==> src/rtl/xacc_stage.sv <==
// xacc_stage: configurable delayed accumulator stage.
//
// A start pulse taken in IDLE latches the configuration. The stage then waits
// D cycles and consumes I iterations of P samples from in0, one per cycle.
// Within an iteration the samples are reduced by modular add (cfg_op=0) or
// signed max (cfg_op=1). out0 is updated with each completed iteration result.
//
// Ports:
//   clk       - sole clock, rising edge
//   rst       - asynchronous active-high reset
//   run       - start pulse, honoured only in IDLE
//   done      - high when idle, low while a run is in progress
//   in0       - sample stream (DATA_W)
//   cfg_iter  - iteration count I
//   cfg_per   - samples per iteration P
//   cfg_delay - start delay D in cycles
//   cfg_op    - 0 = modular add, 1 = signed max
//   out0      - registered per-iteration result
module xacc_stage #(
  parameter int DATA_W = 32,
  parameter int ITER_W = 10,
  parameter int PER_W  = 6,
  parameter int DLY_W  = 5
) (
  input  logic              clk,
  input  logic              rst,
  input  logic              run,
  output logic              done,
  input  logic [DATA_W-1:0] in0,
  input  logic [ITER_W-1:0] cfg_iter,
  input  logic [PER_W-1:0]  cfg_per,
  input  logic [DLY_W-1:0]  cfg_delay,
  input  logic              cfg_op,
  output logic [DATA_W-1:0] out0
);

  typedef enum logic [1:0] {
    ST_IDLE  = 2'd0,
    ST_DELAY = 2'd1,
    ST_ACC   = 2'd2
  } state_t;

  state_t              state_q,    state_d;
  logic                done_q,     done_d;
  logic [DATA_W-1:0]   out0_q,     out0_d;
  logic [DATA_W-1:0]   acc_q,      acc_d;
  logic [ITER_W-1:0]   iter_q,     iter_d;      // latched I
  logic [PER_W-1:0]    per_q,      per_d;       // latched P
  logic                op_q,       op_d;        // latched op
  logic [DLY_W-1:0]    dly_cnt_q,  dly_cnt_d;
  logic [PER_W-1:0]    per_cnt_q,  per_cnt_d;
  logic [ITER_W-1:0]   iter_cnt_q, iter_cnt_d;

  logic [DATA_W-1:0]   acc_nxt;
  logic                last_in_iter;
  logic                last_iter;

  assign done = done_q;
  assign out0 = out0_q;

  // Only meaningful in ACC, where the latched P and I are known to be non-zero.
  assign last_in_iter = (per_cnt_q == (per_q - PER_W'(1)));
  assign last_iter    = (iter_cnt_q == (iter_q - ITER_W'(1)));

  // Reduction step: the first sample of an iteration replaces the accumulator.
  always_comb begin
    acc_nxt = in0;
    if (per_cnt_q == {PER_W{1'b0}}) begin
      acc_nxt = in0;
    end else if (op_q) begin
      acc_nxt = ($signed(in0) > $signed(acc_q)) ? in0 : acc_q;
    end else begin
      acc_nxt = acc_q + in0;
    end
  end

  // Next-state logic for the controller, counters, accumulator and outputs.
  always_comb begin
    state_d    = state_q;
    done_d     = done_q;
    out0_d     = out0_q;
    acc_d      = acc_q;
    iter_d     = iter_q;
    per_d      = per_q;
    op_d       = op_q;
    dly_cnt_d  = dly_cnt_q;
    per_cnt_d  = per_cnt_q;
    iter_cnt_d = iter_cnt_q;

    case (state_q)
      ST_IDLE: begin
        if (run) begin
          iter_d     = cfg_iter;
          per_d      = cfg_per;
          op_d       = cfg_op;
          per_cnt_d  = {PER_W{1'b0}};
          iter_cnt_d = {ITER_W{1'b0}};
          done_d     = 1'b0;
          if ((cfg_iter == {ITER_W{1'b0}}) || (cfg_per == {PER_W{1'b0}})) begin
            // Empty run: stay idle so done is low for this single cycle only.
            state_d = ST_IDLE;
          end else if (cfg_delay != {DLY_W{1'b0}}) begin
            state_d   = ST_DELAY;
            dly_cnt_d = cfg_delay - DLY_W'(1);
          end else begin
            state_d = ST_ACC;
          end
        end else begin
          done_d = 1'b1;
        end
      end

      ST_DELAY: begin
        if (dly_cnt_q == {DLY_W{1'b0}}) begin
          state_d = ST_ACC;
        end else begin
          dly_cnt_d = dly_cnt_q - DLY_W'(1);
        end
      end

      ST_ACC: begin
        acc_d = acc_nxt;
        if (last_in_iter) begin
          out0_d    = acc_nxt;
          per_cnt_d = {PER_W{1'b0}};
          if (last_iter) begin
            state_d    = ST_IDLE;
            done_d     = 1'b1;
            iter_cnt_d = {ITER_W{1'b0}};
          end else begin
            iter_cnt_d = iter_cnt_q + ITER_W'(1);
          end
        end else begin
          per_cnt_d = per_cnt_q + PER_W'(1);
        end
      end

      default: begin
        state_d = ST_IDLE;
        done_d  = 1'b1;
      end
    endcase
  end

  // State register; reset aborts any run and clears all state.
  always_ff @(posedge clk or posedge rst) begin
    if (rst) begin
      state_q    <= ST_IDLE;
      done_q     <= 1'b1;
      out0_q     <= {DATA_W{1'b0}};
      acc_q      <= {DATA_W{1'b0}};
      iter_q     <= {ITER_W{1'b0}};
      per_q      <= {PER_W{1'b0}};
      op_q       <= 1'b0;
      dly_cnt_q  <= {DLY_W{1'b0}};
      per_cnt_q  <= {PER_W{1'b0}};
      iter_cnt_q <= {ITER_W{1'b0}};
    end else begin
      state_q    <= state_d;
      done_q     <= done_d;
      out0_q     <= out0_d;
      acc_q      <= acc_d;
      iter_q     <= iter_d;
      per_q      <= per_d;
      op_q       <= op_d;
      dly_cnt_q  <= dly_cnt_d;
      per_cnt_q  <= per_cnt_d;
      iter_cnt_q <= iter_cnt_d;
    end
  end

endmodule
==> config.mk <==
export PLATFORM = sky130hd
export DESIGN_NAME = xacc_stage
export DESIGN_NICKNAME = d
export VERILOG_FILES = /design/src/rtl/xacc_stage.sv
export SDC_FILE = /design/constraint.sdc
export NUM_CORES = 1
export LEC_CHECK = 0
export BUFFER_PORTS_ARGS = -buffer_cell sky130_fd_sc_hd__buf_4
export CORE_ASPECT_RATIO = 0.75
export CORE_MARGIN = 3
export CORE_UTILIZATION = 45
export DETAILED_ROUTE_END_ITERATION = 10
export PLACE_DENSITY = 0.67
export SKIP_LAST_GASP = 1
export SLEW_MARGIN = 20
export SYNTH_ARGS = -nofsm -noshare
export SYNTH_HDL_FRONTEND = slang
export SYNTH_SLANG_ARGS = --single-unit
==> constraint.sdc <==
create_clock -name clk -period 10.3 [get_ports clk]
set_input_delay 2.06 -clock clk [delete_from_list [all_inputs] [get_ports clk]]
set_output_delay 2.06 -clock clk [all_outputs]
set_load 0.05 [all_outputs]
==> results of run 1 <==
==> cells by family after synthesis <==
logic type,share of synthesized area
compound gates,0.232
mux,0.0302
fa+ha+maj,0.107
xor+xnor,0.0446
flops,0.319
buf+inv,0.0560
simple gates,0.211
==> layout by cell type (no fill, tap or decap), types with 6 or more instances in the layout <==
cell and count:
nand2_1 105, dfrtp_1 104, nor2_1 101, buf_4 99, a21oi_1 73, ha_1 69
inv_1 66, o21ai_0 58, o21ai_1 44, xnor2_1 32, nor3_1 25, o31ai_1 25
nand2b_1 24, nand3_1 17, mux2_2 15, and3_1 14, o221ai_1 14, nor2b_1 13
or3_1 13, nand4_1 12, xor2_1 10, nor4_1 10, a31oi_1 9, clkbuf_16 9
mux2i_1 8, a211oi_1 8, a221oi_1 7, or4_1 6, o21a_1 6, o22ai_1 6
o41ai_1 6
==> final cells by class <==
class,count,area [µm²]
clock buffers,10,239
clock inverters,6,73.8
fillers,1711,8410
inverters,67,254
multi-input cells,799,5160
flip-flops and latches,105,2630
well taps,242,303
repair buffers,99,743
==> layer usage <==
metal,wire length [µm],up-vias
met1,11600,3552
met2,9240,225
met3,1390,18
met5,0,-
li1,-,3753
met4,242,0
==> worst max-delay path by stage <==
stage	start	endpoint	slack [ns]	depth (start not counted)
floorplan	rst	acc_q[0]	5.48	1
global placement	in0[15]	out0[8]	4.90	11
detailed placement	in0[29]	acc_q[8]	4.81	11
CTS	in0[29]	out0[8]	5.19	11
global route	in0[29]	acc_q[8]	4.97	11
finish	in0[29]	out0[8]	5.17	11
==> worst register-to-register path, cell delays in order (launching register included) <==
cell       delay, ns
dfrtp_1         0.38
inv_1           0.08
ha_1            0.36
a21oi_1         0.19
o21ai_0         0.21
a2111oi_1       0.49
a31oi_2         0.19
o211a_4         0.36
nor2_2          0.70
a21oi_1         0.17
o221a_1         0.27
mux2_2          0.26
==> flip-flops by register name (all words and copies together), names as in the netlist <==
name / flops
iter_cnt_q: 10
op_q: 1
done: 1
per_cnt_q: 6
iter_q: 10
acc_q: 32
state_q: 2
dly_cnt_q: 5
per_q: 6
out0: 32
==> power by group <==
part	switching [W]	total [W]	internal, W
Clock	0.000175	0.000374	0.000200
Combinational	0.00129	0.00203	0.000738
Sequential	0.000154	0.000742	0.000589
==> stage by stage <==
step	std cells	util	setup slack [ns]	cell area [µm²]	hold slack, ns
global route	1328	0.528	4.97	9400	0.520
floorplan	1021	-	5.48	8250	0.466
CTS	1328	0.528	5.19	9400	0.494
detailed placement	1312	0.510	4.81	9090	0.472
finish	1328	0.528	5.17	9400	0.487
global placement	1312	0.510	4.90	9090	0.468
==> flow_summary_export.csv, run 1 <==
group,metric,value,unit
status,status,"completed",
logic_synthesis,synth_top_area_cell,"dfrtp_1",
place,dp_hpwl,16800,µm
floorplan,rows,42,
grt,grt_pass1_vias,6977,
detailed_routing,drt-initial-drc-count,636,
grt,grt_antenna_before_repair,0,
setup_path,end_kind,"flip-flop",
setup_path,crit_top_cell,"a21oi_1",
detailed_routing,ant_nets,0,
setup_path,worst-path-buf-inv,1,
timing,slew_viol_final,0,
setup_path,arrival,5.39,ns
timing,tightest_slew,1.04,ns
clock_tree,clk_pin_slew_worst_paths,0.08,ns
logic_synthesis,ys_ff_latch,105,
timing,clock_skew,0.0131,ns
power_and_ir_drop,power.total,0.00314,W
timing,fin_crit,5.13,ns
grt,grt.total_usage,0.230,
setup_path,cp_max_fo,16,
place,gp_congestion,0.956,
grt,grt_overflow,0,
grt,grtUsageMet1,0.354,
setup_path,r2r-end,"out0[8]",
finish,nNetsFinal,1208,
logic_synthesis,synth_edf_count,0,
setup_path,cp_slowest_stage_delay,0.69,ns
floorplan,die_w,162,µm
min_path,min_path_type,"reg -> reg",
power_and_ir_drop,irDropWorstVdd,150,µV
min_path,hold_path_depth,2,
floorplan,start_util,0.463,
setup_path,r2r-start,"acc_q[29]",
timing,slew_headroom,0.308,
floorplan,die_h,123,µm
logic_synthesis,ys_warn_count,0,
clock_tree,cts_hold_buf,0,
flow_run,maxCapViolCount,0,
logic_synthesis,synth_top_area_frac,0.316,
min_path,hold_start,"out0[6]",
logic_synthesis,ys.flop_type,"dfrtp_1",
clock_tree,cts_tree,"built",
clock_tree,cts_buffers,9,
clock_tree,cts_sinks,105,
clock_tree,cts_resized,0,
logic_synthesis,syn_avg_cell_area,8.08,µm²
setup_path,cp_data_required_time,10.56,ns
logic_synthesis,yosysUniqueCellTypes,73,
setup_path,reg2regPathDepth,11,
setup_path,cp_top_family,"compound AO/OA/AOI/OAI gates",
logic_synthesis,synth_most_common_cell,"nand2_1",
place,port_buffers,89,
detailed_routing,wl_per_cell,16.9,µm
logic_synthesis,async_reset_ff_frac,1.00,
logic_synthesis,netlist_area,8250,µm²
setup_path,crit_type,"in -> reg",
logic_synthesis,synth_fp_nets,1148,
detailed_routing,routed_via_density,5.68,
power_and_ir_drop,p_per_area,334,nW/µm²
floorplan,fp.coreArea,17800,µm²
clock_tree,clock_latency,0.37,ns
setup_path,critPathSlowestCell,"nor2_2",
timing,fin_tns_setup,0,ns
detailed_routing,dr.pass1.iters,5,
setup_path,crit_chain,"buf_4 -> ha_1 -> a21oi_1 -> o21ai_0 -> a2111oi_1 -> a31oi_2 -> o211a_4 -> nor2_2 -> a21oi_1 -> o221a_1 -> mux2_2",
timing,rsz0062_at_grt,"no",
finish,antennaDiodeCount,0,
timing,timing.fmax,0.195,GHz
timing,finalCritPeriodShare,0.498,
logic_synthesis,yosysSeqAreaShare,0.319,
timing,setup_viol,0,
grt,grt_pass1_wl,36900,µm
grt,busiest_layer,"met1",
clock_tree,post_cts_buffers,0,
detailed_routing,routed_wl,22500,µm
logic_synthesis,netlist_top_cells_area,"dfrtp_1 32%, ha_1 10%, nand2_1 4.8%",
min_path,holdPathEnd,"out0[6]",
detailed_routing,drc_errors,0,
timing,hold_violations,0,
floorplan,dieArea,20000,µm²
grt,met3_usage,0.0432,
setup_path,start_kind,"input pin",
finish,drive_gt1_frac,0.136,
grt,grt_start_max_net_pins,57,
power_and_ir_drop,power.leakage,4.18,nW
grt,met2_usage,0.336,
logic_synthesis,synth_commonest_cells,"105 x nand2_1, 104 x dfrtp_1, 101 x nor2_1, 73 x a21oi_1, 69 x ha_1",
finish,area_growth,14.1,%
clock_tree,cts_root_buf,"clkbuf_16",
floorplan,pin_count,90,
logic_synthesis,synthCells,1021,
setup_path,r2r_setup_slack,6.56,ns
detailed_routing,num_vias,7548,
clock_tree,cts-htree-levels,3,
clock_tree,clk_path_buf_depth,2,
No activity file was read; power rests on OpenSTA's default activity.
==> run 2: changes to the inputs <==
- clock period: 10.3 -> 4.8 ns (I/O delays scaled with it)
==> run 2 against run 1 <==
Against the previous run: cell count up 0.23%; first-iteration DRC count down 4.4%; combinational power increased by 120%; critical path type unchanged; largest cell class unchanged; highest routed layer unchanged.
==> flow_summary_export.csv, run 2 (synthesis results as in run 1) <==
group,metric,value,unit
timing,rsz0062_at_grt,"no",
finish,fin_util,0.528,
detailed_routing,top_layer,"met4",
detailed_routing,drc_errors,0,
floorplan,pin_count,90,
setup_path,worstSetupStartpoint,"in0[29]",
clock_tree,cts_hold_buf,0,
status,status,"completed",
finish,instances_no_fill,1331,
floorplan,die_h,123,µm
clock_tree,cts_buffers,9,
setup_path,critPathSlowestCell,"a2111oi_1",
grt,grt_antenna_before_repair,0,
timing,tightest_slew,1.07,ns
grt,grt_start_max_net_pins,57,
setup_path,cp_slowest_stage_delay,0.54,ns
place,post-place-ws,0.571,ns
grt,grt_overflow,0,
finish,nNetsFinal,1211,
timing,setup_viol,0,
setup_path,cp_top_family,"compound AO/OA/AOI/OAI gates",
detailed_routing,drt-initial-drc-count,608,
place,gp_congestion,0.990,
floorplan,start_util,0.463,
detailed_routing,wl_per_cell,17.2,µm
clock_tree,cts_resized,0,
finish,drive_gt1_frac,0.139,
timing,timing.fmax,0.256,GHz
setup_path,crit_chain,"buf_4 -> ha_1 -> a21oi_1 -> o21ai_0 -> a2111oi_1 -> a31oi_2 -> o211a_4 -> nor2_2 -> buf_4 -> a21oi_1 -> o211ai_1 -> o21ai_1",
floorplan,die_w,162,µm
timing,slew_viol_final,0,
clock_tree,clock_latency,0.36,ns
detailed_routing,met1_length,11600,µm
detailed_routing,ant_nets,0,
timing,finalCritPeriodShare,0.815,
timing,slew_headroom,0.289,
setup_path,reg2regPathDepth,12,
clock_tree,clk_path_buf_depth,2,
detailed_routing,dr.pass1.iters,6,
floorplan,dieArea,20000,µm²
setup_path,r2r-start,"acc_q[29]",
finish,nFillCells,1703,
clock_tree,cts_sinks,105,
setup_path,worst-path-buf-inv,2,
grt,grt_pass1_vias,7017,
setup_path,end_kind,"flip-flop",
power_and_ir_drop,irDropWorstVdd,286,µV
place,port_buffers,89,
clock_tree,cts_root_buf,"clkbuf_16",
timing,setup_ws,0.888,ns
detailed_routing,num_vias,7579,
setup_path,cp_max_fo,16,
flow_run,maxCapViolCount,0,
clock_tree,post_cts_buffers,0,
place,dp.cells,1315,
detailed_routing,routed_wl,22900,µm
power_and_ir_drop,power.leakage,4.19,nW
clock_tree,clk_pin_slew_worst_paths,0.08,ns
floorplan,rows,42,
setup_path,cp_data_required_time,5.01,ns
finish,final_cell_mix,"105 x nand2_1, 104 x dfrtp_1, 102 x buf_4",
grt,grt.total_usage,0.229,
timing,hold_violations,0,
timing,whs,0.484,ns
power_and_ir_drop,p_per_area,715,nW/µm²
timing,clock_skew,0.00911,ns
setup_path,crit_type,"in -> reg",
detailed_routing,met3WireLength,1460,µm
setup_path,arrival,4.12,ns
clock_tree,cts-htree-levels,3,
floorplan,fp.coreArea,17800,µm²
min_path,hold_path_depth,2,
timing,fin_tns_setup,0,ns
finish,antennaDiodeCount,0,
setup_path,start_kind,"input pin",
finish,final-seq-area,2630,µm²
place,dp_hpwl,17000,µm
detailed_routing,dr_wl_met2,9600,µm
min_path,hold_start,"out0[21]",
finish,multiInputGateArea,5160,µm²
setup_path,cp_num_cells,12,
min_path,min_path_type,"reg -> reg",
detailed_routing,routed_via_density,5.69,
clock_tree,cts_tree,"built",
finish,area_growth,14.1,%
timing,fin_crit,3.91,ns
grt,grt_pass1_wl,36800,µm
finish,layout_commonest_cell,"nand2_1",
## run 2: metrics by stage
stage	area (µm²)	total power (W)
global placement	9110	0.00588
finish	9410	0.00673
CTS	9400	0.00672
global route	9410	0.00728
detailed placement	9110	0.00593
floorplan	8250	0.00480
## run 2: area by class of cell
type                            count  share of cell area
Multi-Input combinational cell    799               0.549
Sequential cell                   105               0.279
Timing Repair Buffer              102              0.0814
Tap cell                          242              0.0322
Inverter                           67              0.0270
Clock buffer                       10              0.0254
Clock inverter                      6             0.00598
## run 2: final timing paths
kind / slack, ns / end
max: 0.89 / out0[18]
min: 0.48 / out0[21]
max reg2reg: 1.16 / out0[18]
min reg2reg: 0.48 / out0[21]
max in group asynchronous: 3.20 / acc_q[17]
min in group asynchronous: 0.67 / iter_q[0]
## run 2: report_power, final
group | internal, W | leakage [nW] | switching [W] | total, W
clock network | 0.000379 | 0.144 | 0.000378 | 0.000758
logic | 0.00159 | 2.83 | 0.00278 | 0.00438
registers | 0.00126 | 1.21 | 0.000332 | 0.00159
## run 2: worst min-delay path: stages (launching register included)
cell and delay, ns:
dfrtp_1 0.35, nand2_1 0.05, o31ai_1 0.05
## run 2: per-layer routing
metal  vias to the layer above  track usage
met5                         -            0
met4                         0       0.0485
met3                        17       0.0405
met2                       205        0.338
met1                      3589        0.350
li1                       3768            -
==> run 3: changes to the inputs <==
- PLACE_DENSITY: 0.67 -> 0.69
- clock period: 4.8 -> 3.45 ns (I/O delays scaled with it)
==> run 3 against run 2 <==
Against the previous run: sequential power is 42% higher; die area unchanged; via count grew 3.6%; clock skew increased by 0.0010 ns; routed wire length increased by 3.4%; global-route usage rose by 1.3 points; sequential cell count unchanged; clock-buffer cell count shrank 1; first-iteration DRC count is 19% higher; register-to-register slack worse by 0.96 ns; worst hold slack worse by 0.052 ns; largest power group unchanged.
==> flow_summary_export.csv, run 3 (synthesis results as in run 1) <==
group,metric,value,unit
finish,final-seq-area,2630,µm²
floorplan,start_util,0.463,
detailed_routing,routed_via_density,5.65,
timing,timing.fmax,0.308,GHz
setup_path,arrival,3.50,ns
status,status,"completed",
setup_path,crit_type,"reg -> reg",
clock_tree,clk_pin_slew_worst_paths,0.08,ns
setup_path,start_kind,"flip-flop",
clock_tree,clock_latency,0.37,ns
power_and_ir_drop,internal_power,0.00491,W
finish,area_growth,20.0,%
clock_tree,cts-htree-levels,3,
floorplan,rows,42,
timing,setup_viol,0,
setup_path,reg2regPathDepth,12,
timing,clock_skew,0.0101,ns
setup_path,end_kind,"flip-flop",
power_and_ir_drop,p_comb_frac,0.668,
grt,grt.total_usage,0.242,
floorplan,die_w,162,µm
finish,antennaDiodeCount,0,
finish,instances_no_fill,1390,
place,dp_hpwl,18400,µm
clock_tree,clk_path_buf_depth,2,
place,dp.cells,1374,
timing,slew_headroom,0.445,
finish,multiInputGateArea,5170,µm²
timing,hold_violations,0,
setup_path,cp_max_fo,5,
grt,grt_start_max_net_pins,55,
min_path,min_path_type,"in -> async",
place,port_buffers,89,
detailed_routing,ant_nets,0,
detailed_routing,routed_wl,23700,µm
setup_path,cp_data_required_time,3.70,ns
power_and_ir_drop,p_per_area,1010,nW/µm²
power_and_ir_drop,p_clk_frac,0.106,
detailed_routing,drt-initial-drc-count,724,
floorplan,dieArea,20000,µm²
grt,grt_pass1_vias,7377,
setup_path,endpoint,"out0[8]",
finish,final_cell_mix,"159 x buf_4, 105 x nand2_1, 104 x dfrtp_1",
setup_path,r2r_setup_slack,0.20,ns
timing,slew_viol_final,0,
detailed_routing,wl_per_cell,17.0,µm
clock_tree,cts_buffers,9,
clock_tree,cts_root_buf,"clkbuf_16",
finish,nNetsFinal,1270,
clock_tree,cts_tree,"built",
grt,grt_antenna_before_repair,0,
flow_run,maxCapViolCount,0,
detailed_routing,drc_errors,0,
timing,rsz0062_at_grt,"no",
clock_tree,post_cts_buffers,0,
grt,grt_overflow,0,
power_and_ir_drop,seq_power_share,0.226,
finish,nFillCells,1709,
finish,fin_util,0.555,
power_and_ir_drop,power.leakage,4.47,nW
power_and_ir_drop,irDropWorstVdd,469,µV
timing,fin_crit,3.25,ns
setup_path,worstSetupStartpoint,"acc_q[29]",
setup_path,r2r-start,"acc_q[29]",
floorplan,die_h,123,µm
floorplan,fp.coreArea,17800,µm²
detailed_routing,num_vias,7850,
setup_path,r2r-end,"out0[8]",
place,gp_congestion,0.965,
floorplan,pin_count,90,
finish,layout_commonest_cell,"buf_4",
timing,finalCritPeriodShare,0.942,
power_and_ir_drop,switchingPower,0.00504,W
timing,tightest_slew,0.824,ns
detailed_routing,dr.pass1.iters,5,
clock_tree,cts_sinks,105,
grt,grt_pass1_wl,38700,µm
finish,drive_gt1_frac,0.184,
power_and_ir_drop,swShare,0.507,
timing,fin_tns_setup,0,ns
-- run 3: worst min-delay path by stage --
stage | startpoint | to | slack (ns) | cells after the start
3_5_place_dp | out0[5] | out0[5] | 0.48 | 2
4_1_cts | rst | iter_q[1] | 0.46 | 2
2_1_floorplan | iter_cnt_q[9] | iter_cnt_q[9] | 0.47 | 1
3_3_place_gp | out0[20] | out0[20] | 0.47 | 2
6_report | rst | iter_q[1] | 0.43 | 2
5_1_grt | rst | iter_q[0] | 0.48 | 2
-- run 3: per-layer routing --
layer / GRT usage / wire length, µm
met4: 0.0522 / 306
met5: 0 / 0
met1: 0.373 / 11900
met3: 0.0355 / 1480
met2: 0.357 / 9950
-- run 3: power by group through the flow --
stage	Combinational (W)	Clock, W	Sequential (W)
detailed placement	0.00654	0	0.00226
floorplan	0.00396	0	0.00273
finish	0.00665	0.00106	0.00225
global placement	0.00649	0	0.00225
CTS	0.00657	0.00109	0.00225
global route	0.00732	0.00114	0.00233
-- run 3: metrics by stage --
stage	setup slack [ns]	hold WS, ns	power, W	area [µm²]
floorplan	0.00111	0.466	0.00668	8250
global placement	-0.00672	0.473	0.00874	9580
detailed placement	-0.112	0.477	0.00880	9580
CTS	0.263	0.460	0.00990	9880
global route	0.0404	0.476	0.0108	9890
finish	0.202	0.431	0.00995	9890
-- run 3: final cells by class --
class / instances / share of cell area
Multi-Input combinational cell: 799 / 0.523
Sequential cell: 105 / 0.266
Timing Repair Buffer: 161 / 0.125
Tap cell: 242 / 0.0306
Inverter: 67 / 0.0257
Clock buffer: 9 / 0.0228
Clock inverter: 7 / 0.00772
-- run 3: worst max-delay path, stage by stage, from the launching register on --
cell,delay [ns]
dfrtp_1,0.40
inv_1,0.12
ha_1,0.25
a21oi_1,0.16
o21ai_0,0.30
a2111oi_2,0.40
buf_4,0.17
a31oi_2,0.12
o211a_4,0.29
nor2_2,0.28
a21oi_1,0.12
o221a_1,0.25
mux2_2,0.26
-- run 3: what timing repair did --
item,CTS,global route
resized for setup,0,2
hold buffers,0,0
setup endpoints to repair,0,31
